## src/rtl/mips_pkg.sv

```systemverilog
// -----------------------------------------------------------------------------
// mips_pkg
// Shared definitions for the instruction-fetch path:
//   MIPS_NOP      - instruction word presented to decode out of reset
//   PC_INCR       - byte distance between sequential instructions
//   fetch_state_e - fetch FSM state encoding
// -----------------------------------------------------------------------------
package mips_pkg;

    localparam logic [31:0] MIPS_NOP = 32'h0000_0000;
    localparam int          PC_INCR  = 4;

    typedef enum logic [1:0] {
        REQ  = 2'd0,  // latch the PC, start a new read
        WAIT = 2'd1,  // read outstanding, waiting for imem_ack
        OUT  = 2'd2,  // instruction offered to decode
        ERR  = 2'd3   // memory timeout, terminal until reset
    } fetch_state_e;

endpackage

```

## src/rtl/if_fetch_unit_if.sv

```systemverilog
// -----------------------------------------------------------------------------
// if_fetch_unit_if
// Bundles the two handshakes of the fetch unit:
//   imem_req/imem_addr -> imem_ack/imem_rdata   instruction-memory read
//   id_valid/id_instr/id_pc/id_pc_plus4 <-> id_ready   delivery to decode
// Modports:
//   master - the fetch unit (issues reads, offers instructions)
//   slave  - the environment (memory and decode)
// -----------------------------------------------------------------------------
interface if_fetch_unit_if #(
    parameter int ADDR_W = 32,
    parameter int DATA_W = 32
);

    logic              imem_req;
    logic [ADDR_W-1:0] imem_addr;
    logic              imem_ack;
    logic [DATA_W-1:0] imem_rdata;

    logic              id_valid;
    logic              id_ready;
    logic [DATA_W-1:0] id_instr;
    logic [ADDR_W-1:0] id_pc;
    logic [ADDR_W-1:0] id_pc_plus4;

    modport master (
        output imem_req, imem_addr,
        input  imem_ack, imem_rdata,
        output id_valid, id_instr, id_pc, id_pc_plus4,
        input  id_ready
    );

    modport slave (
        input  imem_req, imem_addr,
        output imem_ack, imem_rdata,
        input  id_valid, id_instr, id_pc, id_pc_plus4,
        output id_ready
    );

endinterface

```

## src/rtl/fetch_timeout_ctr.sv

```systemverilog
// -----------------------------------------------------------------------------
// fetch_timeout_ctr
// Saturating up-counter measuring how long a memory read has been waiting.
// Ports:
//   clk, rst_n - clock, asynchronous active-low reset
//   clr        - synchronous clear (priority over en)
//   en         - count one cycle
//   tc         - terminal count: counter holds TIMEOUT-1
// -----------------------------------------------------------------------------
module fetch_timeout_ctr #(
    parameter int TIMEOUT = 16
) (
    input  logic clk,
    input  logic rst_n,
    input  logic clr,
    input  logic en,
    output logic tc
);

    localparam int            CW   = (TIMEOUT > 2) ? $clog2(TIMEOUT) : 1;
    localparam logic [CW-1:0] LAST = CW'(TIMEOUT - 1);

    logic [CW-1:0] count_q;

    // NOTE: sequential state uses non-blocking assignments so every register
    // samples pre-edge values regardless of process evaluation order.
    always_ff @(posedge clk or negedge rst_n) begin
        if (!rst_n) begin
            count_q <= '0;
        end else if (clr) begin
            count_q <= '0;
        end else if (en && !tc) begin
            count_q <= count_q + CW'(1);
        end
    end

    assign tc = (count_q == LAST);

endmodule

```

## src/rtl/if_fetch_unit.sv

```systemverilog
// -----------------------------------------------------------------------------
// if_fetch_unit
// Instruction-fetch stage between the program counter and IF/ID. Reads the
// word at pc_addr from instruction memory and offers it to decode; pc_en
// pulses only when decode accepts it, so the PC never runs ahead.
// Ports:
//   clk, rst_n - clock, asynchronous active-low reset
//   pc_addr    - current PC value
//   pc_en      - PC may load its next value at the coming edge
//   flush      - branch/jump redirect (PC reloaded externally at same edge)
//   fetch_err  - sticky memory-timeout error
//   bus        - imem read and decode handshakes (master side)
// -----------------------------------------------------------------------------
module if_fetch_unit
    import mips_pkg::*;
#(
    parameter int ADDR_W  = 32,
    parameter int DATA_W  = 32,
    parameter int TIMEOUT = 16
) (
    input  logic              clk,
    input  logic              rst_n,
    input  logic [ADDR_W-1:0] pc_addr,
    output logic              pc_en,
    input  logic              flush,
    output logic              fetch_err,
    if_fetch_unit_if.master   bus
);

    fetch_state_e      state_q, state_d;
    logic [ADDR_W-1:0] addr_q;
    logic              drop_q, drop_d;
    logic [DATA_W-1:0] id_instr_q;
    logic [ADDR_W-1:0] id_pc_q;
    logic [ADDR_W-1:0] id_pc_plus4_q;

    logic addr_load;
    logic load_out;
    logic ctr_clr;
    logic ctr_en;
    logic ctr_tc;

    fetch_timeout_ctr #(.TIMEOUT(TIMEOUT)) u_timeout (
        .clk   (clk),
        .rst_n (rst_n),
        .clr   (ctr_clr),
        .en    (ctr_en),
        .tc    (ctr_tc)
    );

    // Next-state and strobe logic.
    always_comb begin
        // NOTE: every output of this block gets a default first, so no path
        // can leave one unassigned and infer a latch.
        state_d   = state_q;
        drop_d    = drop_q;
        addr_load = 1'b0;
        load_out  = 1'b0;
        ctr_clr   = 1'b0;
        ctr_en    = 1'b0;
        pc_en     = 1'b0;

        unique case (state_q)
            REQ: begin
                ctr_clr = 1'b1;
                // On flush the PC is being reloaded at this edge; sample it
                // on the following cycle instead.
                if (!flush) begin
                    addr_load = 1'b1;
                    state_d   = WAIT;
                end
            end
            WAIT: begin
                ctr_en = 1'b1;
                if (bus.imem_ack) begin
                    drop_d = 1'b0;
                    if (drop_q || flush) begin
                        state_d = REQ;
                    end else begin
                        load_out = 1'b1;
                        state_d  = OUT;
                    end
                end else if (ctr_tc) begin
                    state_d = ERR;
                end else if (flush) begin
                    // Keep the request up until memory answers; the stale
                    // word is thrown away when it arrives.
                    drop_d = 1'b1;
                end
            end
            OUT: begin
                if (flush) begin
                    state_d = REQ;
                end else if (bus.id_ready) begin
                    pc_en   = 1'b1;
                    state_d = REQ;
                end
            end
            ERR: begin
                state_d = ERR;
            end
            default: begin
                state_d = REQ;
            end
        endcase
    end

    always_ff @(posedge clk or negedge rst_n) begin
        if (!rst_n) begin
            state_q       <= REQ;
            addr_q        <= '0;
            drop_q        <= 1'b0;
            id_instr_q    <= DATA_W'(MIPS_NOP);
            id_pc_q       <= '0;
            id_pc_plus4_q <= '0;
        end else begin
            state_q <= state_d;
            drop_q  <= drop_d;
            if (addr_load) begin
                addr_q <= pc_addr;
            end
            if (load_out) begin
                id_instr_q    <= bus.imem_rdata;
                id_pc_q       <= addr_q;
                id_pc_plus4_q <= addr_q + ADDR_W'(PC_INCR);  // wraps mod 2^ADDR_W
            end
        end
    end

    // Request, valid and error flags follow the state directly.
    assign bus.imem_req    = (state_q == WAIT);
    assign bus.imem_addr   = addr_q;
    assign bus.id_valid    = (state_q == OUT);
    assign bus.id_instr    = id_instr_q;
    assign bus.id_pc       = id_pc_q;
    assign bus.id_pc_plus4 = id_pc_plus4_q;
    assign fetch_err       = (state_q == ERR);

endmodule

```

## src/flat_wrapper.sv

```systemverilog
// flat-port wrapper written by rule: the top's interface ports become plain ports
module if_fetch_unit_flat import mips_pkg::*;
#(
    parameter int ADDR_W  = 32,
    parameter int DATA_W  = 32,
    parameter int TIMEOUT = 16
)
  (clk, rst_n, pc_addr, pc_en, flush, fetch_err, bus_imem_req, bus_imem_addr, bus_imem_ack, bus_imem_rdata, bus_id_valid, bus_id_instr, bus_id_pc, bus_id_pc_plus4, bus_id_ready);
  if_fetch_unit_if #(.ADDR_W(ADDR_W), .DATA_W(DATA_W)) bus_i ();
  input  logic clk;
  input  logic rst_n;
  input  logic [ADDR_W-1:0] pc_addr;
  output logic pc_en;
  input  logic flush;
  output logic fetch_err;
  output wire logic [$bits(bus_i.imem_req)-1:0] bus_imem_req;
  output wire logic [$bits(bus_i.imem_addr)-1:0] bus_imem_addr;
  input wire logic [$bits(bus_i.imem_ack)-1:0] bus_imem_ack;
  input wire logic [$bits(bus_i.imem_rdata)-1:0] bus_imem_rdata;
  output wire logic [$bits(bus_i.id_valid)-1:0] bus_id_valid;
  output wire logic [$bits(bus_i.id_instr)-1:0] bus_id_instr;
  output wire logic [$bits(bus_i.id_pc)-1:0] bus_id_pc;
  output wire logic [$bits(bus_i.id_pc_plus4)-1:0] bus_id_pc_plus4;
  input wire logic [$bits(bus_i.id_ready)-1:0] bus_id_ready;
  assign bus_imem_req = bus_i.imem_req;
  assign bus_imem_addr = bus_i.imem_addr;
  assign bus_i.imem_ack = bus_imem_ack;
  assign bus_i.imem_rdata = bus_imem_rdata;
  assign bus_id_valid = bus_i.id_valid;
  assign bus_id_instr = bus_i.id_instr;
  assign bus_id_pc = bus_i.id_pc;
  assign bus_id_pc_plus4 = bus_i.id_pc_plus4;
  assign bus_i.id_ready = bus_id_ready;
  if_fetch_unit #(.ADDR_W(ADDR_W), .DATA_W(DATA_W), .TIMEOUT(TIMEOUT)) u_core (.clk(clk), .rst_n(rst_n), .pc_addr(pc_addr), .pc_en(pc_en), .flush(flush), .fetch_err(fetch_err), .bus(bus_i));
endmodule
```

## config.mk

```make
export PLATFORM = sky130hd
export DESIGN_NAME = if_fetch_unit_flat
export DESIGN_NICKNAME = d
export VERILOG_FILES = /design/src/rtl/mips_pkg.sv /design/src/rtl/if_fetch_unit_if.sv /design/src/rtl/fetch_timeout_ctr.sv /design/src/rtl/if_fetch_unit.sv /design/src/flat_wrapper.sv
export SDC_FILE = /design/constraint.sdc
export NUM_CORES = 1
export LEC_CHECK = 0
export CORE_MARGIN = 5
export CORE_UTILIZATION = 35
export DETAILED_ROUTE_END_ITERATION = 12
export GPL_TIMING_DRIVEN = 0
export PLACE_DENSITY = 0.65
export SKIP_CTS_REPAIR_TIMING = 1
export SYNTH_ARGS = -nofsm -noshare
export SYNTH_HDL_FRONTEND = slang
export SYNTH_SLANG_ARGS = --single-unit
export TNS_END_PERCENT = 5
```

## constraint.sdc

```tcl
create_clock -name clk -period 2.5 [get_ports clk]
set_input_delay 0.375 -clock clk [delete_from_list [all_inputs] [get_ports clk]]
set_output_delay 0.375 -clock clk [all_outputs]
set_load 0.02 [all_outputs]
```

# Word-level counts from Yosys, hierarchy flattened
# Cells that the tools add are included.
# W data, S select, Z words.
# word_totals
input_bits	69
regBits	135
output_inout_bits	132
wordCells	47
# op_classes
addsub	2
reduce_logical	8
muxes	22
eq_ne	8
# ops
operator	count
$add A32 B3 Y32 const B	1
$mux W1	13
$mux W2	6
$mux W4	2
$pmux W2 S4	1
$reduce_and A3 Y1	2
$add A4 B1 Y4 const B	1
$eq A2 B2 Y1 const B	2
$eq A4 B4 Y1 const B	1
$ne A2 B2 Y1 const B	2
$reduce_bool A2 Y1	2
$ne A3 B1 Y1 const B	1
$ne A3 B2 Y1 const B	1
$eq A2 B1 Y1 const B	1
$logic_not A2 Y1	1
$logic_and A1 B1 Y1	1
$logic_not A1 Y1	1
$logic_or A1 B1 Y1	1

# Logic depth before layout (Yosys ltp)
# Gate-level depths: netlist of the first run.
# logic_depth
word_depth	5
ltp_mapped	7
mapped_depth_nobuf	5

# Cells and area by module
# From an unflattened synthesis of the first run, not the netlist that was laid out.
# hier_totals
cells_unflattened	428
hier_area_um2	5650.4
# modules_own_cells
mod	cells_each	seq_area_each_um2	area_per_inst_um2	instances
if_fetch_unit	408	3228.1	5421.4	1
fetch_timeout_ctr	20	100.1	229.0	1

# Least setup slack after synthesis of the first run
# Ideal clock, no wire load.
# synth_path
path_type	reg-to-reg
from	register u_core.addr_q[4] (netlist: u_core.bus.imem_addr[4])
to	register u_core.id_pc_plus4_q[29] (netlist: u_core.bus.id_pc_plus4[29])
path_buffers	2
path_stages_with_launch	7
period_less_slack_ns	2.132
setup_slack_ns	0.368
arrival_time_ns	2.050
setup_ns	0.082
required_ns	2.418
path_cell_list	dfrtp_1 -> buf_2 -> nand3_2 -> or4_1 -> buf_2 -> or4_1 -> a31oi_1
# synth_via
elab_chain_len	1
# synth_lines
element	line	source
start: declaration	if_fetch_unit.sv:31	logic [ADDR_W-1:0] addr_q;
start signal: assignment	if_fetch_unit.sv:120	addr_q <= pc_addr;
$add A32 B3 Y32	if_fetch_unit.sv:125	id_pc_plus4_q <= addr_q + ADDR_W'(PC_INCR);
end signal: assignment	if_fetch_unit.sv:125	
end: declaration	if_fetch_unit.sv:35	logic [ADDR_W-1:0] id_pc_plus4_q;
# Every way passes these cells.
# A chain may end at the register's enable or synchronous reset.

# Worst setup path in the final report of the first run
# layout_path
from	register u_core.state_q[1]
to	output bus_id_valid
# layout_via
elab_chain_len	1
# layout_lines
element	line	source
start: declaration	if_fetch_unit.sv:30	fetch_state_e state_q, state_d;
start signal: assignment	if_fetch_unit.sv:117	state_q <= state_d;
$eq A2 B2 Y1	if_fetch_unit.sv:133	assign bus.id_valid = (state_q == OUT);
end: declaration	flat_wrapper.sv:20	output wire logic [$bits(bus_i.id_valid)-1:0] bus_id_valid;
# Every way passes these cells.

==> qor.txt, run 1 <==
syn avg cell area -> 9.599 um2
# diodes -> 0
power density over the cells -> 1448 mW/mm2
H-Tree Level Count -> 4
Max-cap violations -> 0
cts bufs inserted -> 17
Post-synth EDFFs -> 0
number of core rows -> 46
critical path class -> reg -> out
CP Buf/Inv Count -> 3
Final ANT Viol Nets -> 0
Root Buffer -> clkbuf_16
via-per-instance ratio -> 4.890
CP max stage delay -> 0.61 ns
Crit Path Max Fanout -> 10
Synth area leaders -> dfrtp_1, nand2_1, mux2_2
Worst Path Required -> 2.12 ns
Synth Flop Type -> dfrtp_1
die extent in y -> 137.6 um
IO Pins -> 201
share of layout cells above drive strength 1 -> 0.09455
post-synthesis register bit count -> 133
Mapped Cells -> 594
GP Congestion -> 0.8112
Max VDD drop -> 0.0007363 V
Tmin final -> 2.406 ns
Crit path max-delay family -> buffers and inverters
Die ar. -> 0.01894 mm2
Ys Warns -> 0
Mapped Area -> 0.005702 mm2
setup_tns -> 0 ns
commonest non-fill, non-tap cells in the layout -> nand2_1, clkdlybuf4s50_1, dfrtp_1
final period utilization -> 0.9626
Worst-Margin Slew -> 0.6892 ns
crit path launch type -> flop
DRC Markers -> 0
R2R Setup Slk -> 0.23 ns
P_leak -> 3.779 nW
Cell variety after synth -> 39
hold_ws -> 0.4261 ns
vias in the first global route -> 5,241
GRT Resource Usage Total -> 0.1890
register area share after synthesis -> 0.5837
Setup Viol. Count Final -> 0
first-pass GRT wire length -> 27,760 um
endpoint class of the critical path -> primary output
CTS tree -> built
Final nets -> 884
critical path cell sequence -> clkbuf_1, inv_1, nor2_1, clkdlybuf4s50_1
Die Wd -> 137.6 um
leading cell type in the layout, fill and taps excluded -> nand2_1
initial antenna violation count -> 0
GR Util met2 -> 0.3186
Detailed Route Iter0 Violations -> 209
Worst-path clk slew -> 0.06 ns
CTS Sinks -> 133
grt met1 use -> 0.2387
pin count of the biggest net entering global routing -> 97
Rel. slew slack -> 0.5363
Synth top area share -> 0.5837
Layout area overhead -> 51.85%
wire per inst -> 16.93 um
Pre-antenna DRT Iters -> 6
Top Usage Layer GRT -> met2
status -> complete, no violations
Async SR Flop Fraction -> 1.000
Worst Path Arrival -> 2.03 ns
Clk Latency, worst-skew pair -> 0.41 ns
RSZ-0062 raised after global routing -> true
fmax -> 415.5 MHz
Post-Syn Nets -> 665
routed via count -> 5,090
PortBufs -> 199
DP Wirelength -> 13,130 um
Core Box Area -> 0.01594 mm2
Max Root-Sink Buffers -> 2
fin. max-slew vios -> 0
final hold violation count -> 0
total gr overflow -> 0
slowest CP cell -> clkdlybuf4s50_1
worst min-delay path class -> in -> async
met3 GRT Util -> 0.05223
Routed Wire Length -> 17,630 um
Initial Util -> 0.3576
Clock Skew -> 0.007569 ns
cell taking the most area after synthesis -> dfrtp_1
cell usage after synthesis, types with 2 or more instances:
library cell and count:
ha_1 2, and3_1 5, a21oi_1 5, a31oi_1 11
a31o_2 2, dfrtp_1 133, or3_1 5, nand3_2 2
nor4_1 4, o211ai_1 4, buf_2 5, or4_1 14
nor2_1 19, o311ai_0 2, nor3_1 6, nand2_1 220
buf_1 3, nand4_1 9, xor2_1 7, clkbuf_1 27
or2_2 2, o21ai_0 29, o31ai_1 8, mux2_2 27
buf_4 2, nand3_1 17, xnor2_1 6, inv_1 7
metal layers:
metal	up-vias	wire (um)
met1	2454	7511
met4	0	161
met2	189	8529
met5	-	0
li1	2434	-
met3	13	1425
power breakdown:
part / total [mW] / internal (mW) / switching, mW
sequential: 4.14 / 3.20 / 0.943
clock: 2.72 / 1.81 / 0.907
combinational: 5.67 / 2.66 / 3.02
total: 12.5 / 7.67 / 4.87
path summary, 6_finish.rpt:
kind	start	to	depth (start not counted)
setup / recovery	u_core.state_q[1]	bus_id_valid	4
hold / removal	rst_n	u_core.bus.id_instr[24]	2
setup reg to reg	u_core.state_q[1]	u_core.bus.imem_addr[16]	4
hold reg to reg	u_core.bus.id_instr[5]	u_core.bus.id_instr[5]	2
max in group asynchronous	rst_n	u_core.state_q[0]	3
min in group clk	u_core.bus.id_instr[5]	u_core.bus.id_instr[5]	2
layout make-up:
class | instances | area, um2
Inverter | 7 | 26.28
Clock buffer | 22 | 464.2
Buffer | 37 | 156.4
Sequential cell | 133 | 3328
Timing Repair Buffer | 201 | 2031
Multi-Input combinational cell | 416 | 2207
Tap cell | 216 | 270.3
Clock inverter | 9 | 175.2
Fill cell | 1418 | 7284
logic make-up after synthesis:
kind of cell	after synthesis	synth area share
buffers and inverters	45	0.03226
DFF	133	0.5837
muxes	28	0.05508
adders and majority gates	2	0.004388
and+or+nand+nor	311	0.2394
xor gates and xnor gates	13	0.01997
AOI/OAI and AO/OA	62	0.06518
per-stage QoR:
step           instances  setup slack [ns]    util  cell area (um2)  total power, mW
2_1_floorplan        594            0.3680       -             5702            6.852
3_3_place_gp        1009            -4.111  0.4995             7964            9.744
3_5_place_dp        1010           -0.6970  0.5013             7993            9.896
4_1_cts             1041           -0.2778  0.5414             8632            12.65
5_1_grt             1041        -0.0004927  0.5431             8658            13.30
6_report            1041           0.09354  0.5431             8658            12.54
worst reg2reg max path, delay by kind of cell (launching register included):
family / cells / cell delay, ns
simple gates: 1 / 0.56
buf+inv: 2 / 0.80
mux: 1 / 0.42
flops: 1 / 0.37
registers in the layout (all words and copies together) (netlist names):
name                      cells
u_core.bus.imem_addr         32
u_core.bus.id_instr          32
u_core.u_timeout.count_q      4
u_core.state_q                2
u_core.bus.id_pc_plus4       32
u_core.drop_q                 1
u_core.bus.id_pc             30
(Power assumes the default switching activity.)
==> run 2, diff against run 1 <==
- CORE_MARGIN: 5 -> 1
- SLEW_MARGIN: default -> 20
==> run 2 against run 1 <==
Compared with the run above: wire length fell by 4.2%; final cell count barely moved; sequential cell count did not move; clock-buffer cell count rose by 1; global-route usage rose by 2.1 points; setup slack got worse by 0.015 ns; final area rose by 0.87%; combinational power barely moved; via count fell by 0.84%; sequential power barely moved; critical path type unchanged; largest cell class unchanged.
==> qor.txt, run 2 (synthesis gave the netlist of run 1 again) <==
status -> complete, no violations
Max Root-Sink Buffers -> 2 (unchanged)
# diodes -> 0 (unchanged)
r2r worst-path depth -> 6 (+2)
slowest CP cell -> clkdlybuf4s50_1
hold-critical path depth -> 2
Max-cap violations -> 0 (unchanged)
H-Tree Level Count -> 4 (unchanged)
Die ar. -> 0.01681 mm2 (-11%)
die extent in y -> 129.6 um (-5.8%)
Final ANT Viol Nets -> 0 (unchanged)
Layout area overhead -> 53.17%
fin worst setup slack -> 0.07852 ns (-0.01502 ns)
Worst Hold Path EP -> u_core.bus.id_pc_plus4[3]
Die Wd -> 129.6 um (-5.8%)
Clock Skew -> 0.007030 ns (-0.0005391 ns)
fmax -> 413.0 MHz (-0.62%)
Post-Place Worst Slack -> -0.7394 ns (-0.04244 ns)
DRC Markers -> 0 (unchanged)
share of layout cells above drive strength 1 -> 0.09685 (+0.002307)
critical path class -> reg -> out
Initial Util -> 0.3589 (+0.001296)
GP Congestion -> 0.7567 (-6.7%)
leading cell type in the layout, fill and taps excluded -> nand2_1
vias in the first global route -> 5,126 (-2.2%)
pin count of the biggest net entering global routing -> 69 (-29%)
total chip power -> 12.77 mW (+1.8%)
total gr overflow -> 0 (unchanged)
Crit path max-delay family -> buffers and inverters
P_leak -> 3.819 nW (+1.0%)
Pre-antenna DRT Iters -> 4 (-2)
Worst-Margin Slew -> 0.6248 ns (-0.06447 ns)
Core Box Area -> 0.01589 mm2 (-0.36%)
fin. max-slew vios -> 0 (unchanged)
Placed Instances -> 1,010 (unchanged)
Rel. slew slack -> 0.5797 (+0.04338)
power density over the cells -> 1462 mW/mm2 (+0.94%)
DP Wirelength -> 12,290 um (-6.5%)
number of core rows -> 46 (unchanged)
routed via count -> 5,047 (-0.84%)
Worst-path clk slew -> 0.05 ns (about the same)
endpoint class of the critical path -> primary output
r2r endpoint -> u_core.bus.id_pc[15]
post-route insts no fill -> 1,042 (+0.096%)
via-per-instance ratio -> 4.844 (-0.94%)
initial antenna violation count -> 0 (unchanged)
Clk Latency, worst-skew pair -> 0.42 ns (about the same)
first-pass GRT wire length -> 26,510 um (-4.5%)
final hold violation count -> 0 (unchanged)
Root Buffer -> clkbuf_16
Final nets -> 885 (+0.11%)
commonest non-fill, non-tap cells in the layout -> nand2_1, clkdlybuf4s50_1, dfrtp_1
Tmin final -> 2.421 ns (+0.01502 ns)
CTS tree -> built
R2R Setup Slk -> 0.22 ns (about the same)
placed cell area -> 0.007996 mm2 (about the same)
Routed Wire Length -> 16,890 um (-4.2%)
fill cell count -> 1,416 (-0.14%)
Detailed Route Iter0 Violations -> 230 (+10%)
Worst Path Required -> 2.12 ns (about the same)
hold_sp -> u_core.bus.id_pc_plus4[3]
crit path launch type -> flop
Worst R2R Start -> u_core.state_q[0]
Max VDD drop -> 0.0007618 V (+3.5%)
CTS Sinks -> 133 (unchanged)
IO Pins -> 201 (unchanged)
PortBufs -> 199 (unchanged)
CP max stage delay -> 0.61 ns (about the same)
worst min-delay path class -> reg -> reg
design area -> 0.008733 mm2 (+0.87%)
final period utilization -> 0.9686 (+0.006010)
CP Buf/Inv Count -> 3 (unchanged)
wire per inst -> 16.21 um (-4.3%)
Crit Path Max Fanout -> 10 (unchanged)
cts bufs inserted -> 17 (unchanged)
critical path cell sequence -> clkbuf_1, inv_1, nor2_1, clkdlybuf4s50_1
RSZ-0062 raised after global routing -> true
Setup Viol. Count Final -> 0 (unchanged)
Worst Path Arrival -> 2.05 ns (+0.02 ns)
GRT Resource Usage Total -> 0.2097 (+0.02076)
-- run 2: changes by cell type in the layout (fill, tap and decap cells not counted), sizes merged --
| cell | delta |
|---|---|
| bufinv | +2 |
| clkinv | -2 |
| clkbuf | +2 |
| clkinvlp | -1 |
-- run 2: how the worst max path moves through the flow --
| stage | startpoint | to | slack (ns) | cells after the start |
|---|---|---|---|---|
| 2_1_floorplan | u_core.bus.imem_addr[4] | u_core.bus.id_pc_plus4[29] | 0.37 | 6 |
| 3_3_place_gp | rst_n | u_core.u_timeout.count_q[2] | -4.06 | 1 |
| 3_5_place_dp | bus_imem_ack | u_core.bus.id_pc[25] | -0.74 | 7 |
| 4_1_cts | bus_imem_ack | u_core.bus.id_pc[21] | -0.31 | 7 |
| 5_1_grt | u_core.state_q[1] | pc_en | -0.06 | 4 |
| 6_report | u_core.state_q[1] | bus_id_valid | 0.08 | 4 |
-- run 2: cell type report --
class	instances	area (um2)	area share
tap	216	270.3	0.03095
buffer	38	161.4	0.01848
sequential	133	3328	0.3811
clock inverter	8	217.7	0.02493
clock buffer	23	488.0	0.05587
timing repair buffer	201	2034	0.2330
multi-input combinational	416	2207	0.2527
inverter	7	26.28	0.003009
-- run 2: power by group --
group          internal, mW  switching, mW  total [mW]  leakage, nW
Clock                  2.07          0.896        2.97        0.340
Combinational          2.66           2.99        5.65         1.84
Sequential             3.20          0.949        4.15         1.64
-- run 2: per-stage QoR --
step / setup TNS, ns / utilization / hold slack (ns)
floorplan: 0 / - / 0.07941
global placement: -566.01 / 0.5013 / 0.4576
detailed placement: -31.88 / 0.5034 / 0.3573
CTS: -8.189 / 0.5478 / -0.09979
global route: -0.1110 / 0.5498 / 0.4798
finish: 0 / 0.5498 / 0.4729
-- run 2: worst min-delay path: cells and delay by family (launching register included) --
| kind | cells | cell delay (ns) |
|---|---|---|
| flops | 1 | 0.34 |
| simple gates | 2 | 0.10 |
-- run 2: layer usage --
layer,vias up,track usage,share of wire
li1,2436,-,-
met1,2414,0.2651,0.45
met2,176,0.3388,0.46
met3,21,0.05987,0.076
met4,0,0.08413,0.016
met5,-,0,0
